### src/rtl/route_table_loader_if.sv
// Host entry stream into the route table loader.
// Carries one routing entry per valid/ready handshake.
interface route_table_loader_if #(
  parameter int DEST_W = 4,
  parameter int PORT_W = 3
) ();
  logic              valid;
  logic              ready;
  logic [DEST_W-1:0] dest;
  logic [PORT_W-1:0] port;
  logic              last;

  modport master (
    output valid, dest, port, last,
    input  ready
  );

  modport slave (
    input  valid, dest, port, last,
    output ready
  );
endinterface

### src/rtl/route_table_loader.sv
// Route table loader: programs one router's table from a host entry stream.
// Optional fill pass writes DEFAULT_PORT to every entry first.
module route_table_loader #(
  parameter int ROUTERS_CNT        = 16,
  parameter int ROUTERS_CNT_BIN    = 4,
  parameter int IN_OUTPORT_CNT_BIN = 3,
  parameter int DEFAULT_PORT       = 0
) (
  input  logic                          i_clk,
  input  logic                          i_reset,
  input  logic                          i_start,
  input  logic                          i_fill_en,
  route_table_loader_if.slave           io_entry,
  output logic [ROUTERS_CNT_BIN-1:0]    o_load,
  output logic [IN_OUTPORT_CNT_BIN-1:0] o_data,
  output logic                          o_write,
  output logic                          o_init,
  output logic                          o_busy,
  output logic                          o_done,
  output logic                          o_err,
  output logic [7:0]                    o_wr_count
);

  localparam int RCB = ROUTERS_CNT_BIN;
  localparam int PCB = IN_OUTPORT_CNT_BIN;
  localparam logic [31:0]    LP_RC   = ROUTERS_CNT;
  localparam logic [RCB-1:0] LP_LAST = RCB'(ROUTERS_CNT - 1);
  localparam logic [PCB-1:0] LP_DEF  = PCB'(DEFAULT_PORT);

  // DRAIN is the slot holding the final entry's write; FINISH carries DONE.
  typedef enum logic [2:0] {
    ST_IDLE,
    ST_FILL,
    ST_STREAM,
    ST_DRAIN,
    ST_FINISH
  } state_t;

  state_t         r_state;
  logic [RCB-1:0] r_idx;
  logic [RCB-1:0] r_load;
  logic [PCB-1:0] r_data;
  logic           r_write;
  logic           r_init;
  logic           r_busy;
  logic           r_done;
  logic           r_err;
  logic           r_ready;
  logic [7:0]     r_cnt;

  logic           w_accept;
  logic           w_dest_ok;
  logic [7:0]     w_cnt_inc;

  assign w_accept  = io_entry.valid & r_ready;
  assign w_dest_ok = 32'(io_entry.dest) < LP_RC;
  assign w_cnt_inc = (r_cnt == 8'hFF) ? r_cnt : r_cnt + 8'd1;

  // Session FSM with all outputs registered.
  always_ff @(posedge i_clk) begin
    if (!i_reset) begin
      r_state <= ST_IDLE;
      r_idx   <= '0;
      r_load  <= '0;
      r_data  <= '0;
      r_write <= 1'b0;
      r_init  <= 1'b0;
      r_busy  <= 1'b0;
      r_done  <= 1'b0;
      r_err   <= 1'b0;
      r_ready <= 1'b0;
      r_cnt   <= '0;
    end else begin
      r_write <= 1'b0;
      r_done  <= 1'b0;
      unique case (r_state)
        ST_IDLE: begin
          if (i_start) begin
            r_init <= 1'b1;
            r_busy <= 1'b1;
            r_err  <= 1'b0;
            r_cnt  <= '0;
            r_idx  <= '0;
            if (i_fill_en) begin
              r_state <= ST_FILL;
            end else begin
              r_state <= ST_STREAM;
              r_ready <= 1'b1;
            end
          end
        end
        ST_FILL: begin
          r_write <= 1'b1;
          r_load  <= r_idx;
          r_data  <= LP_DEF;
          r_cnt   <= w_cnt_inc;
          r_idx   <= r_idx + RCB'(1);
          if (r_idx == LP_LAST) begin
            r_state <= ST_STREAM;
            r_ready <= 1'b1;
          end
        end
        ST_STREAM: begin
          if (w_accept) begin
            if (w_dest_ok) begin
              r_write <= 1'b1;
              r_load  <= io_entry.dest;
              r_data  <= io_entry.port;
              r_cnt   <= w_cnt_inc;
            end else begin
              r_err <= 1'b1;
            end
            if (io_entry.last) begin
              r_ready <= 1'b0;
              r_state <= ST_DRAIN;
            end
          end
        end
        ST_DRAIN: begin
          r_init  <= 1'b0;
          r_busy  <= 1'b0;
          r_done  <= 1'b1;
          r_state <= ST_FINISH;
        end
        ST_FINISH: begin
          r_state <= ST_IDLE;
        end
        default: begin
          r_state <= ST_IDLE;
        end
      endcase
    end
  end

  assign io_entry.ready = r_ready;
  assign o_load         = r_load;
  assign o_data         = r_data;
  assign o_write        = r_write;
  assign o_init         = r_init;
  assign o_busy         = r_busy;
  assign o_done         = r_done;
  assign o_err          = r_err;
  assign o_wr_count     = r_cnt;

endmodule
### src/flat_wrapper.sv
// flat-port wrapper written by rule: the top's interface ports become plain ports
module route_table_loader_flat 
#(
  parameter int ROUTERS_CNT        = 16,
  parameter int ROUTERS_CNT_BIN    = 4,
  parameter int IN_OUTPORT_CNT_BIN = 3,
  parameter int DEFAULT_PORT       = 0
)
  (i_clk, i_reset, i_start, i_fill_en, o_load, o_data, o_write, o_init, o_busy, o_done, o_err, o_wr_count, io_entry_valid, io_entry_dest, io_entry_port, io_entry_last, io_entry_ready);
  route_table_loader_if io_entry_i ();
  input  logic i_clk;
  input  logic i_reset;
  input  logic i_start;
  input  logic i_fill_en;
  output logic [ROUTERS_CNT_BIN-1:0] o_load;
  output logic [IN_OUTPORT_CNT_BIN-1:0] o_data;
  output logic o_write;
  output logic o_init;
  output logic o_busy;
  output logic o_done;
  output logic o_err;
  output logic [7:0] o_wr_count;
  input wire logic [$bits(io_entry_i.valid)-1:0] io_entry_valid;
  input wire logic [$bits(io_entry_i.dest)-1:0] io_entry_dest;
  input wire logic [$bits(io_entry_i.port)-1:0] io_entry_port;
  input wire logic [$bits(io_entry_i.last)-1:0] io_entry_last;
  output wire logic [$bits(io_entry_i.ready)-1:0] io_entry_ready;
  assign io_entry_i.valid = io_entry_valid;
  assign io_entry_i.dest = io_entry_dest;
  assign io_entry_i.port = io_entry_port;
  assign io_entry_i.last = io_entry_last;
  assign io_entry_ready = io_entry_i.ready;
  route_table_loader #(.ROUTERS_CNT(ROUTERS_CNT), .ROUTERS_CNT_BIN(ROUTERS_CNT_BIN), .IN_OUTPORT_CNT_BIN(IN_OUTPORT_CNT_BIN), .DEFAULT_PORT(DEFAULT_PORT)) u_core (.i_clk(i_clk), .i_reset(i_reset), .i_start(i_start), .i_fill_en(i_fill_en), .io_entry(io_entry_i), .o_load(o_load), .o_data(o_data), .o_write(o_write), .o_init(o_init), .o_busy(o_busy), .o_done(o_done), .o_err(o_err), .o_wr_count(o_wr_count));
endmodule
### config.mk
export PLATFORM = sky130hd
export DESIGN_NAME = route_table_loader_flat
export DESIGN_NICKNAME = d
export VERILOG_FILES = /design/src/rtl/route_table_loader_if.sv /design/src/rtl/route_table_loader.sv /design/src/flat_wrapper.sv
export SDC_FILE = /design/constraint.sdc
export NUM_CORES = 1
export LEC_CHECK = 0
export CELL_PAD_IN_SITES_DETAIL_PLACEMENT = 1
export CELL_PAD_IN_SITES_GLOBAL_PLACEMENT = 1
export CORE_MARGIN = 2
export CORE_UTILIZATION = 31
export CTS_BUF_LIST = sky130_fd_sc_hd__clkbuf_16
export DETAILED_ROUTE_END_ITERATION = 8
export GPL_ROUTABILITY_DRIVEN = 0
export PLACE_DENSITY_LB_ADDON = 0.12
export REMOVE_ABC_BUFFERS = 1
export SLEW_MARGIN = 20
export SYNTH_ARGS = -nofsm -noshare
export SYNTH_HDL_FRONTEND = slang
export SYNTH_SLANG_ARGS = --single-unit
### constraint.sdc
create_clock -name i_clk -period 1.6 [get_ports i_clk]
set_clock_uncertainty 0.05 [all_clocks]
set_input_delay 0.16 -clock i_clk [delete_from_list [all_inputs] [get_ports i_clk]]
set_output_delay 0.16 -clock i_clk [all_outputs]
set_load 0.005 [all_outputs]
==> impl_metrics.toml, run 1 <==
[layout]
drive_gt1_share_pct = 25.69
stdcell_count = 268
fin_area_mm2 = 0.002077
nets = 235
syn_to_final_growth_pct = 59.62
num-fill-cells = 487
diodes = 0

[floorplan]
die_y_um = 68.79
die_x_um = 68.79
pin_count = 34
dieArea_mm2 = 0.004732
core_area_mm2 = 0.004029
num_rows = 23
start_util_pct = 32.30

[setup_path]
regToRegSetupSlack_ns = -0.04
critPathKind = "flop to flop"
required_ns = 1.74
critPathArrivalTime_ns = 1.78
startpoint_type = "flop"
slowest_delay_ns = 0.52
r2r_cells = 5
end_kind = "flop"
r2r-end = "u_core.o_wr_count[5]"
path_cells = "buf_6 -> xnor2_4 -> or2_1 -> or4_4 -> a31oi_2"
cp_max_fo = 4
r2r_start = "u_core.r_state[0]"
slowest_stage = "or4_4"

[yosys]
syn_inst = 158
syn_avg_cell_area_um2 = 8.236
synthFlopType = "dfxtp_1"
yosys.area.top_type = "dfxtp_1"
syn_area_mm2 = 0.001301
yosysMostFrequentCell = "dfxtp_1"
synth_edf_count = 0
synth-async-reset-ratio_pct = 0
synth_warnings = 0
synth-seq-area-share_pct = 40.00
yosys.area.top_type_share_pct = 40.00
ys_ff_latch = 26
ys_top_cells_by_count = "dfxtp_1 (26), nand2_1 (16), nor2_1 (16)"
synth_area_leaders = "dfxtp_1 (40%), a21oi_1 (5.8%), nand2_1 (4.6%), nor2_1 (4.6%), nand3_1 (3.8%)"
yosysUniqueCellTypes = 43

[clock_network]
cts_hold_buffers = 0
cts_tree = "done"
cts_buffers = 3
cts_root_buf = "clkbuf_16"
cts_buffer_depth = 2
clkLatencyLatePin_ns = 0.26
htreeDepth = 1
clk_pin_slew_ns = 0.07
clock-sinks = 26

[pwr]
power.switching_uw = 702.0
cellLeakagePower_nw = 0.7551
clkPwrFrac_pct = 25.0
combPwrFrac_pct = 40.7
p_seq_share_pct = 34.2
internal_power_mw = 1.534
powerDensity_mw_per_mm2 = 1077
ir_drop_mv = 0.7864
total_power_mw = 2.236
p_sw_share_pct = 31.39

[drt]
drc = 0
vias_per_cell = 5.340
wl_per_cell_um = 16.06
postRouteAntennaNets = 0
drt_wl_total_um = 4304
via_count = 1431
drt_iter0_markers = 53
first_pass_iters = 4

[sta]
rsz0062_at_grt = "true"
report.final.slew_viol_count = 0
min_period_ns = 1.640
tns_ns = -0.06965
hold_viol_final = 0
fin_hold_ws_ns = 0.4210
period_share_pct = 102.5
fmax_ghz = 0.6096
setup_violations = 3
fin_ws_ns = -0.04034

[global_route]
grt_pass1_vias = 1412
overflow = 0
grt_max_degree = 14
grt_usage_pct = 19.71
antenna_found_initial = 0
grt_pass1_wl_um = 6872

[flow_run]
max_cap_viol_count = 0

[placement]
placed_area_mm2 = 0.001854
dp_hpwl_um = 3135
dp.cells = 261
io_buffers = 32

[hold_path]
hold_path.startpoint = "u_core.o_data[2]"
whs_endpoint = "u_core.o_data[2]"
hold_path_depth = 2
hp-class = "flop to flop"

[outcome]
outcome = "finished, violations left"
violations = "negative setup slack"
logic make-up after synthesis:
family                   count (synthesis)  synth area share (%)
adder cells (fa/ha/maj)                  2                 1.923
multiplexers                             1                0.7693
buffers and inverters                   14                 5.961
AND/OR/NAND/NOR                         71                 28.08
other                                    1                0.2882
AO/OA/AOI/OAI                           42                 22.31
XOR/XNOR                                 1                0.6732
flip-flops                              26                 40.00
cell type report:
type / count / area, um2 / share of cell area [%]
Multi-Input combinational cell: 118 / 793.3 / 38.19
Timing Repair Buffer: 67 / 605.6 / 29.16
Sequential cell: 26 / 525.5 / 25.30
Clock buffer: 3 / 75.07 / 3.614
Tap cell: 50 / 62.56 / 3.012
Inverter: 4 / 15.01 / 0.7229
flip-flops by register name, indices dropped and copies added (netlist names):
signal / cells
u_core.io_entry.ready: 1
u_core.o_busy: 1
u_core.o_data: 3
u_core.o_done: 1
u_core.o_load: 4
u_core.o_wr_count: 8
u_core.o_write: 1
u_core.r_idx: 4
u_core.r_state: 3
placed cells by master, fill, tap and decap left out, types with 2 or more instances in the layout:
master	instances
a311oi_1	4
nand4b_1	2
or3b_4	2
clkbuf_16	3
nand2_1	16
a21oi_1	14
clkdlybuf4s50_1	32
inv_1	3
buf_6	6
nand3_1	9
buf_4	29
o21ai_0	5
o221a_1	3
dfxtp_1	24
and2_1	3
nor2_1	16
o211ai_1	2
nor3_1	7
a31oi_1	2
nand4_1	3
per-stage QoR:
step,setup slack (ns),util [%]
after global placement,-0.1519,46.02
after floorplan,-0.2022,-
after detailed placement,-0.1870,46.02
final,-0.04034,51.55
after global routing,-0.1260,51.55
after CTS,-0.009332,49.63
power by group through the flow:
stage | clock network [mW] | registers [mW] | logic, mW
finish | 0.560 | 0.765 | 0.911
global route | 0.599 | 0.776 | 0.993
CTS | 0.574 | 0.763 | 0.840
detailed placement | 0 | 0.772 | 0.747
global placement | 0 | 0.767 | 0.723
floorplan | 0 | 0.796 | 0.316
metal layers:
metal	share of wire [%]	global-route usage (%)	wire length [um]	vias to the layer above
met5	0	0	0	-
met4	1.6	4.902	68	0
met3	3.5	4.058	149	8
met2	49	35.46	2105	29
met1	46	23.86	1981	696
li1	-	-	-	698
worst max-delay path, delay by kind of cell (launching register included):
| family | cells | cell delay (ns) |
|---|---|---|
| and+or+nand+nor | 2 | 0.76 |
| xor gates and xnor gates | 1 | 0.14 |
| AOI/OAI and AO/OA | 1 | 0.14 |
| buffers and inverters | 1 | 0.14 |
| DFF | 1 | 0.34 |
timing repair:
item,CTS,global route
pin swaps,5,3
setup buffers,2,2
endpoints found under the setup margin,9,13
gates cloned,0,0
gates resized for setup,12,14
worst max path at each step:
stage,to,slack (ns),depth (start not counted),start
after CTS,u_core.o_wr_count[5],-0.009,5,u_core.r_state[1]
after global placement,u_core.o_wr_count[5],-0.15,5,io_entry_valid
final,u_core.o_wr_count[5],-0.04,5,u_core.r_state[0]
after global routing,u_core.o_wr_count[7],-0.13,6,u_core.r_state[0]
after floorplan,u_core.o_wr_count[3],-0.20,4,u_core.r_state[1]
after detailed placement,u_core.o_wr_count[5],-0.19,5,io_entry_valid
No activity file was read; power rests on OpenSTA's default activity.
==> run 2, diff against run 1 <==
- GPL_TIMING_DRIVEN: unset -> 1
- SLEW_MARGIN: 20 -> 10
==> results of run 2 <==
Same layout as run 1: the final DEF is identical, and so are final timing and power.
